`src/rtl/branch_ctrl_if.sv`:
```
// Decode-stage branch controller bundle.
// Slave side is the controller, master side drives decode operands.
interface branch_ctrl_if #(
    parameter int CNT_W = 16
);
    logic             stall_i;
    logic             flush_i;
    logic             valid_d;
    logic [2:0]       branchcontrol_d;
    logic             link_d;
    logic [31:0]      pc_d;
    logic [15:0]      imm_d;
    logic [31:0]      rs_val;
    logic [31:0]      rt_val;
    logic             rs_rdy;
    logic             rt_rdy;
    logic             cnt_clr;
    logic             stall_o;
    logic             redirect_o;
    logic [31:0]      target_o;
    logic             link_we_o;
    logic [31:0]      link_pc_o;
    logic             in_slot_o;
    logic [CNT_W-1:0] br_cnt;
    logic [CNT_W-1:0] taken_cnt;
    logic [CNT_W-1:0] stall_cnt;

    modport slave (
        input  stall_i, flush_i, valid_d, branchcontrol_d, link_d,
        input  pc_d, imm_d, rs_val, rt_val, rs_rdy, rt_rdy, cnt_clr,
        output stall_o, redirect_o, target_o, link_we_o, link_pc_o,
        output in_slot_o, br_cnt, taken_cnt, stall_cnt
    );

    modport master (
        output stall_i, flush_i, valid_d, branchcontrol_d, link_d,
        output pc_d, imm_d, rs_val, rt_val, rs_rdy, rt_rdy, cnt_clr,
        input  stall_o, redirect_o, target_o, link_we_o, link_pc_o,
        input  in_slot_o, br_cnt, taken_cnt, stall_cnt
    );
endinterface

```
`src/rtl/branch_ctrl.sv`:
```
// Decode-stage branch resolution: operand stall, condition evaluation,
// registered PC redirect, delay-slot tracking and perf counters.
module branch_ctrl #(
    parameter int CNT_W = 16
) (
    input logic         clk,
    input logic         rst,
    branch_ctrl_if.slave bus
);
    typedef enum logic [1:0] {
        IDLE,
        WAIT,
        SLOT
    } state_t;

    localparam logic [2:0] BR_EQ  = 3'b001;
    localparam logic [2:0] BR_NEQ = 3'b010;
    localparam logic [2:0] BR_GTZ = 3'b011;
    localparam logic [2:0] BR_LEZ = 3'b100;
    localparam logic [2:0] BR_GEZ = 3'b101;
    localparam logic [2:0] BR_LTZ = 3'b110;

    state_t state_q, state_d;

    logic [2:0]  code_q;
    logic [31:0] pc_q;
    logic [15:0] imm_q;
    logic        link_q;

    logic [2:0]  code;
    logic [31:0] pc;
    logic [15:0] imm;
    logic        link;

    logic        is_branch;
    logic        need_rt;
    logic        ready;
    logic        accept;
    logic        taken;
    logic        rs_zero;
    logic        rs_neg;
    logic [31:0] target;

    logic        stall;
    logic        resolve;
    logic        latch;

    logic             redirect_q;
    logic [31:0]      target_q;
    logic             link_we_q;
    logic [31:0]      link_pc_q;
    logic [CNT_W-1:0] br_q;
    logic [CNT_W-1:0] taken_q;
    logic [CNT_W-1:0] stall_q;

    // Operate on the latched branch while waiting, else on live decode.
    always_comb begin
        code = bus.branchcontrol_d;
        pc   = bus.pc_d;
        imm  = bus.imm_d;
        link = bus.link_d;
        if (state_q == WAIT) begin
            code = code_q;
            pc   = pc_q;
            imm  = imm_q;
            link = link_q;
        end
    end

    // Operand readiness and branch acceptance from decode.
    always_comb begin
        is_branch = (bus.branchcontrol_d != 3'b000) &&
                    (bus.branchcontrol_d != 3'b111);
        need_rt   = (code == BR_EQ) || (code == BR_NEQ);
        ready     = bus.rs_rdy & (bus.rt_rdy | ~need_rt);
        accept    = (state_q == IDLE) & bus.valid_d & is_branch &
                    ~bus.stall_i & ~bus.flush_i;
    end

    // Signed branch condition and target address.
    always_comb begin
        rs_zero = (bus.rs_val == 32'd0);
        rs_neg  = bus.rs_val[31];
        taken   = 1'b0;
        case (code)
            BR_EQ:   taken = (bus.rs_val == bus.rt_val);
            BR_NEQ:  taken = (bus.rs_val != bus.rt_val);
            BR_GTZ:  taken = ~rs_neg & ~rs_zero;
            BR_LEZ:  taken = rs_neg | rs_zero;
            BR_GEZ:  taken = ~rs_neg;
            BR_LTZ:  taken = rs_neg;
            default: taken = 1'b0;
        endcase
        target = pc + 32'd4 + {{14{imm[15]}}, imm, 2'b00};
    end

    // Next-state, stall and resolve decisions; flush overrides all.
    always_comb begin
        state_d = state_q;
        stall   = 1'b0;
        resolve = 1'b0;
        latch   = 1'b0;
        case (state_q)
            IDLE: begin
                if (accept) begin
                    if (ready) begin
                        resolve = 1'b1;
                        state_d = SLOT;
                    end else begin
                        stall   = 1'b1;
                        latch   = 1'b1;
                        state_d = WAIT;
                    end
                end
            end
            WAIT: begin
                stall = ~ready;
                if (ready && !bus.stall_i) begin
                    resolve = 1'b1;
                    state_d = SLOT;
                end
            end
            SLOT: begin
                if (bus.valid_d && !bus.stall_i) begin
                    state_d = IDLE;
                end
            end
            default: state_d = IDLE;
        endcase
        if (bus.flush_i) begin
            state_d = IDLE;
            stall   = 1'b0;
            resolve = 1'b0;
            latch   = 1'b0;
        end
    end

    // State register.
    always_ff @(posedge clk or posedge rst) begin
        if (rst) begin
            state_q <= IDLE;
        end else begin
            state_q <= state_d;
        end
    end

    // Capture the branch fields when it must wait for operands.
    always_ff @(posedge clk or posedge rst) begin
        if (rst) begin
            code_q <= 3'b000;
            pc_q   <= 32'd0;
            imm_q  <= 16'd0;
            link_q <= 1'b0;
        end else if (latch) begin
            code_q <= bus.branchcontrol_d;
            pc_q   <= bus.pc_d;
            imm_q  <= bus.imm_d;
            link_q <= bus.link_d;
        end
    end

    // Registered redirect/link pulses and their payloads.
    always_ff @(posedge clk or posedge rst) begin
        if (rst) begin
            redirect_q <= 1'b0;
            link_we_q  <= 1'b0;
            target_q   <= 32'd0;
            link_pc_q  <= 32'd0;
        end else begin
            redirect_q <= resolve & taken;
            link_we_q  <= resolve & link;
            if (resolve) begin
                target_q  <= target;
                link_pc_q <= pc + 32'd8;
            end
        end
    end

    // Saturating performance counters; clear beats increment.
    always_ff @(posedge clk or posedge rst) begin
        if (rst) begin
            br_q    <= '0;
            taken_q <= '0;
            stall_q <= '0;
        end else if (bus.cnt_clr) begin
            br_q    <= '0;
            taken_q <= '0;
            stall_q <= '0;
        end else begin
            if (resolve && (br_q != '1)) begin
                br_q <= br_q + 1'b1;
            end
            if (resolve && taken && (taken_q != '1)) begin
                taken_q <= taken_q + 1'b1;
            end
            if (stall && (stall_q != '1)) begin
                stall_q <= stall_q + 1'b1;
            end
        end
    end

    assign bus.stall_o    = stall;
    assign bus.redirect_o = redirect_q;
    assign bus.target_o   = target_q;
    assign bus.link_we_o  = link_we_q;
    assign bus.link_pc_o  = link_pc_q;
    assign bus.in_slot_o  = (state_q == SLOT);
    assign bus.br_cnt     = br_q;
    assign bus.taken_cnt  = taken_q;
    assign bus.stall_cnt  = stall_q;
endmodule

```
`src/flat_wrapper.sv`:
```
// flat-port wrapper written by rule: the top's interface ports become plain ports
module branch_ctrl_flat 
#(
    parameter int CNT_W = 16
)
  (clk, rst, bus_stall_i, bus_flush_i, bus_valid_d, bus_branchcontrol_d, bus_link_d, bus_pc_d, bus_imm_d, bus_rs_val, bus_rt_val, bus_rs_rdy, bus_rt_rdy, bus_cnt_clr, bus_stall_o, bus_redirect_o, bus_target_o, bus_link_we_o, bus_link_pc_o, bus_in_slot_o, bus_br_cnt, bus_taken_cnt, bus_stall_cnt);
  branch_ctrl_if #(.CNT_W(CNT_W)) bus_i ();
  input logic clk;
  input logic rst;
  input wire logic [$bits(bus_i.stall_i)-1:0] bus_stall_i;
  input wire logic [$bits(bus_i.flush_i)-1:0] bus_flush_i;
  input wire logic [$bits(bus_i.valid_d)-1:0] bus_valid_d;
  input wire logic [$bits(bus_i.branchcontrol_d)-1:0] bus_branchcontrol_d;
  input wire logic [$bits(bus_i.link_d)-1:0] bus_link_d;
  input wire logic [$bits(bus_i.pc_d)-1:0] bus_pc_d;
  input wire logic [$bits(bus_i.imm_d)-1:0] bus_imm_d;
  input wire logic [$bits(bus_i.rs_val)-1:0] bus_rs_val;
  input wire logic [$bits(bus_i.rt_val)-1:0] bus_rt_val;
  input wire logic [$bits(bus_i.rs_rdy)-1:0] bus_rs_rdy;
  input wire logic [$bits(bus_i.rt_rdy)-1:0] bus_rt_rdy;
  input wire logic [$bits(bus_i.cnt_clr)-1:0] bus_cnt_clr;
  output wire logic [$bits(bus_i.stall_o)-1:0] bus_stall_o;
  output wire logic [$bits(bus_i.redirect_o)-1:0] bus_redirect_o;
  output wire logic [$bits(bus_i.target_o)-1:0] bus_target_o;
  output wire logic [$bits(bus_i.link_we_o)-1:0] bus_link_we_o;
  output wire logic [$bits(bus_i.link_pc_o)-1:0] bus_link_pc_o;
  output wire logic [$bits(bus_i.in_slot_o)-1:0] bus_in_slot_o;
  output wire logic [$bits(bus_i.br_cnt)-1:0] bus_br_cnt;
  output wire logic [$bits(bus_i.taken_cnt)-1:0] bus_taken_cnt;
  output wire logic [$bits(bus_i.stall_cnt)-1:0] bus_stall_cnt;
  assign bus_i.stall_i = bus_stall_i;
  assign bus_i.flush_i = bus_flush_i;
  assign bus_i.valid_d = bus_valid_d;
  assign bus_i.branchcontrol_d = bus_branchcontrol_d;
  assign bus_i.link_d = bus_link_d;
  assign bus_i.pc_d = bus_pc_d;
  assign bus_i.imm_d = bus_imm_d;
  assign bus_i.rs_val = bus_rs_val;
  assign bus_i.rt_val = bus_rt_val;
  assign bus_i.rs_rdy = bus_rs_rdy;
  assign bus_i.rt_rdy = bus_rt_rdy;
  assign bus_i.cnt_clr = bus_cnt_clr;
  assign bus_stall_o = bus_i.stall_o;
  assign bus_redirect_o = bus_i.redirect_o;
  assign bus_target_o = bus_i.target_o;
  assign bus_link_we_o = bus_i.link_we_o;
  assign bus_link_pc_o = bus_i.link_pc_o;
  assign bus_in_slot_o = bus_i.in_slot_o;
  assign bus_br_cnt = bus_i.br_cnt;
  assign bus_taken_cnt = bus_i.taken_cnt;
  assign bus_stall_cnt = bus_i.stall_cnt;
  branch_ctrl #(.CNT_W(CNT_W)) u_core (.clk(clk), .rst(rst), .bus(bus_i));
endmodule
```
`config.mk`:
```
export PLATFORM = sky130hd
export DESIGN_NAME = branch_ctrl_flat
export DESIGN_NICKNAME = d
export VERILOG_FILES = /design/src/rtl/branch_ctrl_if.sv /design/src/rtl/branch_ctrl.sv /design/src/flat_wrapper.sv
export SDC_FILE = /design/constraint.sdc
export NUM_CORES = 1
export LEC_CHECK = 0
export ABC_AREA = 0
export CORE_MARGIN = 2
export CORE_UTILIZATION = 40
export DETAILED_ROUTE_END_ITERATION = 10
export PLACE_DENSITY = 0.66
export SYNTH_ARGS = -nofsm -noshare
export SYNTH_HDL_FRONTEND = slang
export SYNTH_SLANG_ARGS = --single-unit
```
`constraint.sdc`:
```
create_clock -name clk -period 7.6 [get_ports clk]
set_input_delay 1.52 -clock clk [delete_from_list [all_inputs] [get_ports clk]]
set_output_delay 1.52 -clock clk [all_outputs]
set_load 0.01 [all_outputs]
```
* Word-level counts from Yosys, hierarchy flattened
Index checks and enable logic that the tools add are counted.
** Cells by class
- Reductions and logical operators :: 16
- Add/sub/neg operators :: 6
- $mul :: 0
- Mux-type cells :: 28
- Eq/ne operators :: 17
- Magnitude comparators :: 0
- Bitwise logic cells :: 16
- Div/mod/pow operators :: 0
- Shift operators :: 0
** Operators by type and width (count)
- $mux 16 :: 7
- $add 16x1->16 const B :: 3
- $ne 16x16->1 const B :: 3
- $add 32x3->32 const B :: 1
- $add 32x32->32 :: 1
- $add 32x4->32 const B :: 1
- $eq 32x32->1 :: 1
- $logic_not 32->1 :: 1
- $mux 32 :: 1
- $ne 32x32->1 :: 1
- $mux 1 :: 10
- $mux 2 :: 5
- $eq 3x3->1 const B :: 3
- $and 1x1->1 :: 8
- $logic_and 1x1->1 :: 7
- $eq 3x2->1 const B :: 2
- $ne 3x2->1 const B :: 2
- $ne 3x3->1 const B :: 2
- $not 1->1 :: 6
- $pmux 1 s6 :: 1
- $pmux 2 s3 :: 1
- $reduce_bool 2->1 :: 3
- $pmux 1 s2 :: 2
- $eq 3x1->1 const B :: 1
- other kinds (9) :: 10
** Storage, ports and cells
- Memory bits (writable) :: 0
- Latch bits :: 0
- Output and inout bits :: 116
- Bits in registers :: 168
- Word-level logic and storage cells :: 95
- Memories kept :: 0
- Input port bits :: 124
- Bits in read-only memories :: 0

* Longest topological paths before layout
- Word-level depth :: 15
- Mapped depth :: 19
- Gate-level depth less buffers :: 15

* Worst setup path before layout
Ideal clock, no wire load.
- Path kind :: register to register
- From :: register u_core.state_q[0]
- To :: register u_core.target_q[28] (netlist: u_core.bus.target_o[28])
- Clock period less this slack :: 4.567 ns
- Data required time :: 7.471 ns
- Path buffers :: 5
- Stages on the path, launching flop included :: 19
- Library setup time :: 0.129 ns
- Data arrival time :: 4.438 ns
- Path slack :: 3.033 ns
- Path through :: dfrtp_1 > nand2b_1 > buf_2 > buf_1 > buf_1 > clkbuf_1 > buf_1 > nand2_1 > nand2_1 > ha_1 > ha_1 > a211oi_1 > o21a_1 > or4_1 > nand2_1 > o221ai_1 > a2111oi_0 > or4_1 > nand3_1
** Between the ends
- Longest elaborated chain between the ends :: 11
- Elaborated cells between the ends (all ways) :: 23
- Those cells by class :: add/sub (2); eq/ne (3); mux (8); bitwise (7); reduce/logical (3)
** RTL lines
- start: declaration :: line branch_ctrl.sv:23 : state_t state_q, state_d;
- start signal: assignment :: line branch_ctrl.sv:143 : state_q <= state_d;
- parallel branches: the longest is 11 deep, another holds $add 32x3->32
- end signal: assignment :: line branch_ctrl.sv:173 : target_q <= target;
- end: declaration :: line branch_ctrl.sv:49 : logic [31:0] target_q;
Parallel ways; which one is timed is not known.
A chain may end at the register's enable or synchronous reset.

* Final worst setup path
- From :: input port bus_branchcontrol_d[0]
- To :: output port bus_stall_o
** Between the ends
- Longest elaborated chain between the ends :: 10
- Elaborated cells between the ends (all ways) :: 18
- Those cells by class :: eq/ne (3); mux (5); bitwise (7); reduce/logical (3)
** RTL lines
- start: declaration :: line flat_wrapper.sv:13 : input wire logic [$bits(bus_i.branchcontrol_d)-1:0] bus_branchcontrol_d;
- $mux 3 :: line branch_ctrl.sv:62 : if (state_q == WAIT) begin
- $eq 3x1->1 or $eq 3x2->1 (tied branches) :: line branch_ctrl.sv:74 : need_rt = (code == BR_EQ) || (code == BR_NEQ);
- $logic_or 1x1->1 :: line branch_ctrl.sv:74
- $not 1->1 :: line branch_ctrl.sv:75 : ready = bus.rs_rdy & (bus.rt_rdy | ~need_rt);
- $or 1x1->1 :: line branch_ctrl.sv:75
- $and 1x1->1 :: line branch_ctrl.sv:75
- $mux 1 :: line branch_ctrl.sv:106 : if (ready) begin
- $mux 1 :: line branch_ctrl.sv:105 : if (accept) begin
- $pmux 1 s2 * :: line branch_ctrl.sv:103 : case (state_q)
- $mux 1 * :: line branch_ctrl.sv:130 : if (bus.flush_i) begin
- end: declaration :: line flat_wrapper.sv:22 : output wire logic [$bits(bus_i.stall_o)-1:0] bus_stall_o;
Mark *: on every way between the ends. The rest lies on a longest branch, timed or not.

==> impl_results.md <==
- Status: complete, no violations
- EDFF count, synth: 0
- Crit share post-route: 69.8%
- CP max FO: 6
- RSZ-0062 raised after global routing: false
- Post-CTS Setup Repair Bufs: 0
- PortBufs: 239
- Hold Path Sink: u_core.bus.link_pc_o[7]$_DFFE_PP0P_
- Post-synthesis simple-gate area fraction: 20.9%
- Num ports: 240
- Placed Area: 13200 um^2
- Num CTS Buffers: 17
- Routed WL: 30400 um
- Hold_buf cts: 0
- HPWL Detailed: 23000 um
- Crit path capture type: primary output
- Predominant post-synthesis flop cell: dfrtp_1
- CTS clock-pin slew for the worst setup and hold paths: 0.07 ns
- Antenna Nets Post-Route: 0
- Power share of the sequential group: 38.6%
- Power Density: 233 nW/um^2
- Post-cts gate resize count: 0
- Design area: 13800 um^2
- Gate Count Post-Synth: 1167
- Mux share of post-synthesis cell area: 8.66%
- RR Endpoint: u_core.bus.target_o[30]$_DFFE_PP0P_
- Clock power share: 27.4%
- Setup slack, reg-to-reg: 2.76 ns
- LEAKAGE: 6.00 nW
- Yosys cell types: 64
- First-pass GRT wire length: 48300 um
- Core Area: 25900 um^2
- Die ar.: 27600 um^2
- Die Wd: 166 um
- Iter 0 DRT Violations: 588
- Max_slew headroom: 31.2%
- Worst path top cell family by delay: buffers and inverters
- DRC Markers: 0
- Syn-to-layout area delta: 31.1%
- Final worst path period need: 5.30 ns
- Post-Synthesis Cell Area: 10500 um^2
- Initial antenna violation count: 1
- Bufs and invs on worst path: 2
- Final Max Slew Viols: 0
- Crit-path most repeated cell: clkdlybuf4s50_1
- Critical Path RT: 6.08 ns
- CP cell instances: clkdlybuf4s50_1, mux2i_1, xnor2_1, o31ai_2, and2_1, clkdlybuf4s50_1
- Internal power: 0.00215 W
- Num rows: 59
- Reg-to-reg critical path startpoint: u_core.state_q[0]$_DFFE_PP0P_
- Worst setup SP type: primary input
- Adder-Cell Fraction of Synth Area: 7.44%
- Post-synthesis compound-gate area fraction: 11.7%
- Syn_area_per_cell: 9.02 um^2
- Worst R2R Path Depth: 13
- Arr. time, crit path: 3.78 ns
- Die Ht: 166 um
- Via count: 9283
- Layout cell share with drive strength beyond 1: 7.74%
- Setup CP Type: in -> out
- Switching share of power: 33.0%
- Vias/cell: 5.36
- H-tree levels: 4
- Seq/Total Area, Yosys: 39.5%
- Seq cells post-synth: 166
- Peak VDD IR: 0.155 mV
- Layout Utilization: 53.2%
- Gp weighted congestion: 0.930
- Final setup viols: 0
- Combinational share of power: 34.0%
- MaxCap Viol Count: 0
- DR pass1 iterations: 7
- Pin count of the biggest net entering global routing: 104
- Drt wl/cell: 17.6 um
- Nets@finish: 1569
- GRT Resource Usage Total: 21.9%
- Min-delay worst type: reg -> reg
- Worst-skew pair later-pin latency: 0.44 ns
- Hold Path Origin: u_core.bus.link_pc_o[7]$_DFFE_PP0P_
- Syn Nets: 1353
- Total negative slack: 0 ns
- Switch Pwr: 0.00106 W
- Final hold violations: 0
- Fmax: 189 MHz
- Worst slew pin tran: 1.03 ns
- Hold Path Cell Cnt: 2
- Most common cell after layout, fill and taps aside: clkdlybuf4s50_1
- Skew final: 0.0114 ns
- CP max-delay cell: clkdlybuf4s50_1
- CTS tree: yes
- Clock Path Buffers: 2
- Max incr delay on CP: 0.57 ns
- YS warnings: 0
- Largest family of logic cells by synthesized area: simple AND/OR/NAND/NOR gates
- Clock Root Buffer: clkbuf_16
- Most frequent cells in the layout: clkdlybuf4s50_1 (238), nand2_1 (206), dfrtp_1 (166)
- Post-synth ARST share: 100%
- Starting density of the core: 40.6%
- CTS Sinks: 166
- Synth Area in XOR/XNOR: 8.49%
- Vias in the first global route: 9172
- GR Overflow Total: 0
power by group through the flow:
| stage | clock [W] | combinational (W) | sequential [W] |
|---|---|---|---|
| floorplan | 0 | 0.000525 | 0.00130 |
| global placement | 0 | 0.00108 | 0.00125 |
| detailed placement | 0 | 0.00110 | 0.00126 |
| CTS | 0.000899 | 0.00110 | 0.00124 |
| global route | 0.000932 | 0.00120 | 0.00127 |
| finish | 0.000880 | 0.00109 | 0.00124 |
stage by stage:
step | hold WS [ns] | cells | power (W) | setup slack [ns]
after floorplan | 0.475 | 1167 | 0.00182 | 1.59
after global placement | 0.461 | 1699 | 0.00233 | 2.39
after detailed placement | 0.469 | 1699 | 0.00236 | 2.32
after CTS | 0.485 | 1731 | 0.00324 | 2.30
after global routing | 0.501 | 1731 | 0.00340 | 2.12
final | 0.478 | 1732 | 0.00321 | 2.30
worst max-delay path by stage:
stage / startpoint / end / slack, ns / depth (start not counted)
after floorplan: rst / u_core.bus.br_cnt[0]$_DFFE_PP0P_ / 1.59 / 1
after global placement: bus_branchcontrol_d[0] / bus_stall_o / 2.39 / 6
after detailed placement: bus_branchcontrol_d[0] / bus_stall_o / 2.32 / 6
after CTS: bus_branchcontrol_d[0] / bus_stall_o / 2.30 / 6
after global routing: bus_branchcontrol_d[0] / bus_stall_o / 2.12 / 6
final: bus_branchcontrol_d[0] / bus_stall_o / 2.30 / 6
cells in the mapped netlist (21+ instances only):
cell type	count	area, um^2
mux2_2	55	619
xor2_1	51	447
nor4_1	25	156
o21ai_0	85	425
nor3_1	24	120
nand2_1	207	777
inv_1	38	143
a21oi_1	45	225
mux2i_1	21	210
nand3_1	41	205
dfrtp_1	166	4150
clkbuf_1	36	135
ha_1	61	763
xnor2_1	51	447
nor2_1	59	221
flip-flops by register name, summed over array words and instances (netlist names):
name / count
u_core.bus.link_pc_o: 30
u_core.bus.stall_cnt: 16
u_core.state_q: 2
u_core.bus.link_we_o: 1
u_core.link_q: 1
u_core.pc_q: 32
u_core.bus.redirect_o: 1
u_core.bus.br_cnt: 16
u_core.imm_q: 16
u_core.bus.taken_cnt: 16
u_core.code_q: 3
u_core.bus.target_o: 32
worst register-to-register path: stages (launching register included):
cell	delay, ns
dfrtp_1	0.55
and2b_1	0.86
buf_4	0.42
nand2_1	0.09
nand2_1	0.43
ha_1	0.34
ha_1	0.47
nand3_1	0.14
or2_2	0.30
o22ai_1	0.13
nor2_1	0.09
a221oi_1	0.53
nand2_1	0.11
o311ai_1	0.26
area by class of cell:
cell class,count,area [um^2]
Fill cell,2415,12100
Multi-Input combinational cell,913,6030
Inverter,38,148
Clock buffer,18,429
Sequential cell,166,4150
Clock inverter,14,161
Timing Repair Buffer,247,2450
Tap cell,335,419
Antenna cell,1,2.50
cell families (layout without fill, tap and decap cells):
family	Yosys count	after routing
AOI/OAI and AO/OA	203	203
xor gates and xnor gates	102	102
adders and majority gates	62	62
buffers and inverters	88	317
DFF	166	166
muxes	83	83
other	0	1
and+or+nand+nor	463	463
layer usage:
layer / wire length, um / vias to the layer above / GRT usage, %
li1: - / 4537 / -
met1: 12800 / 4409 / 26.3
met2: 14900 / 287 / 38.2
met3: 1780 / 50 / 4.84
met4: 951 / 0 / 8.54
met5: 0 / - / 0
Power figures use the tool's default switching activity.
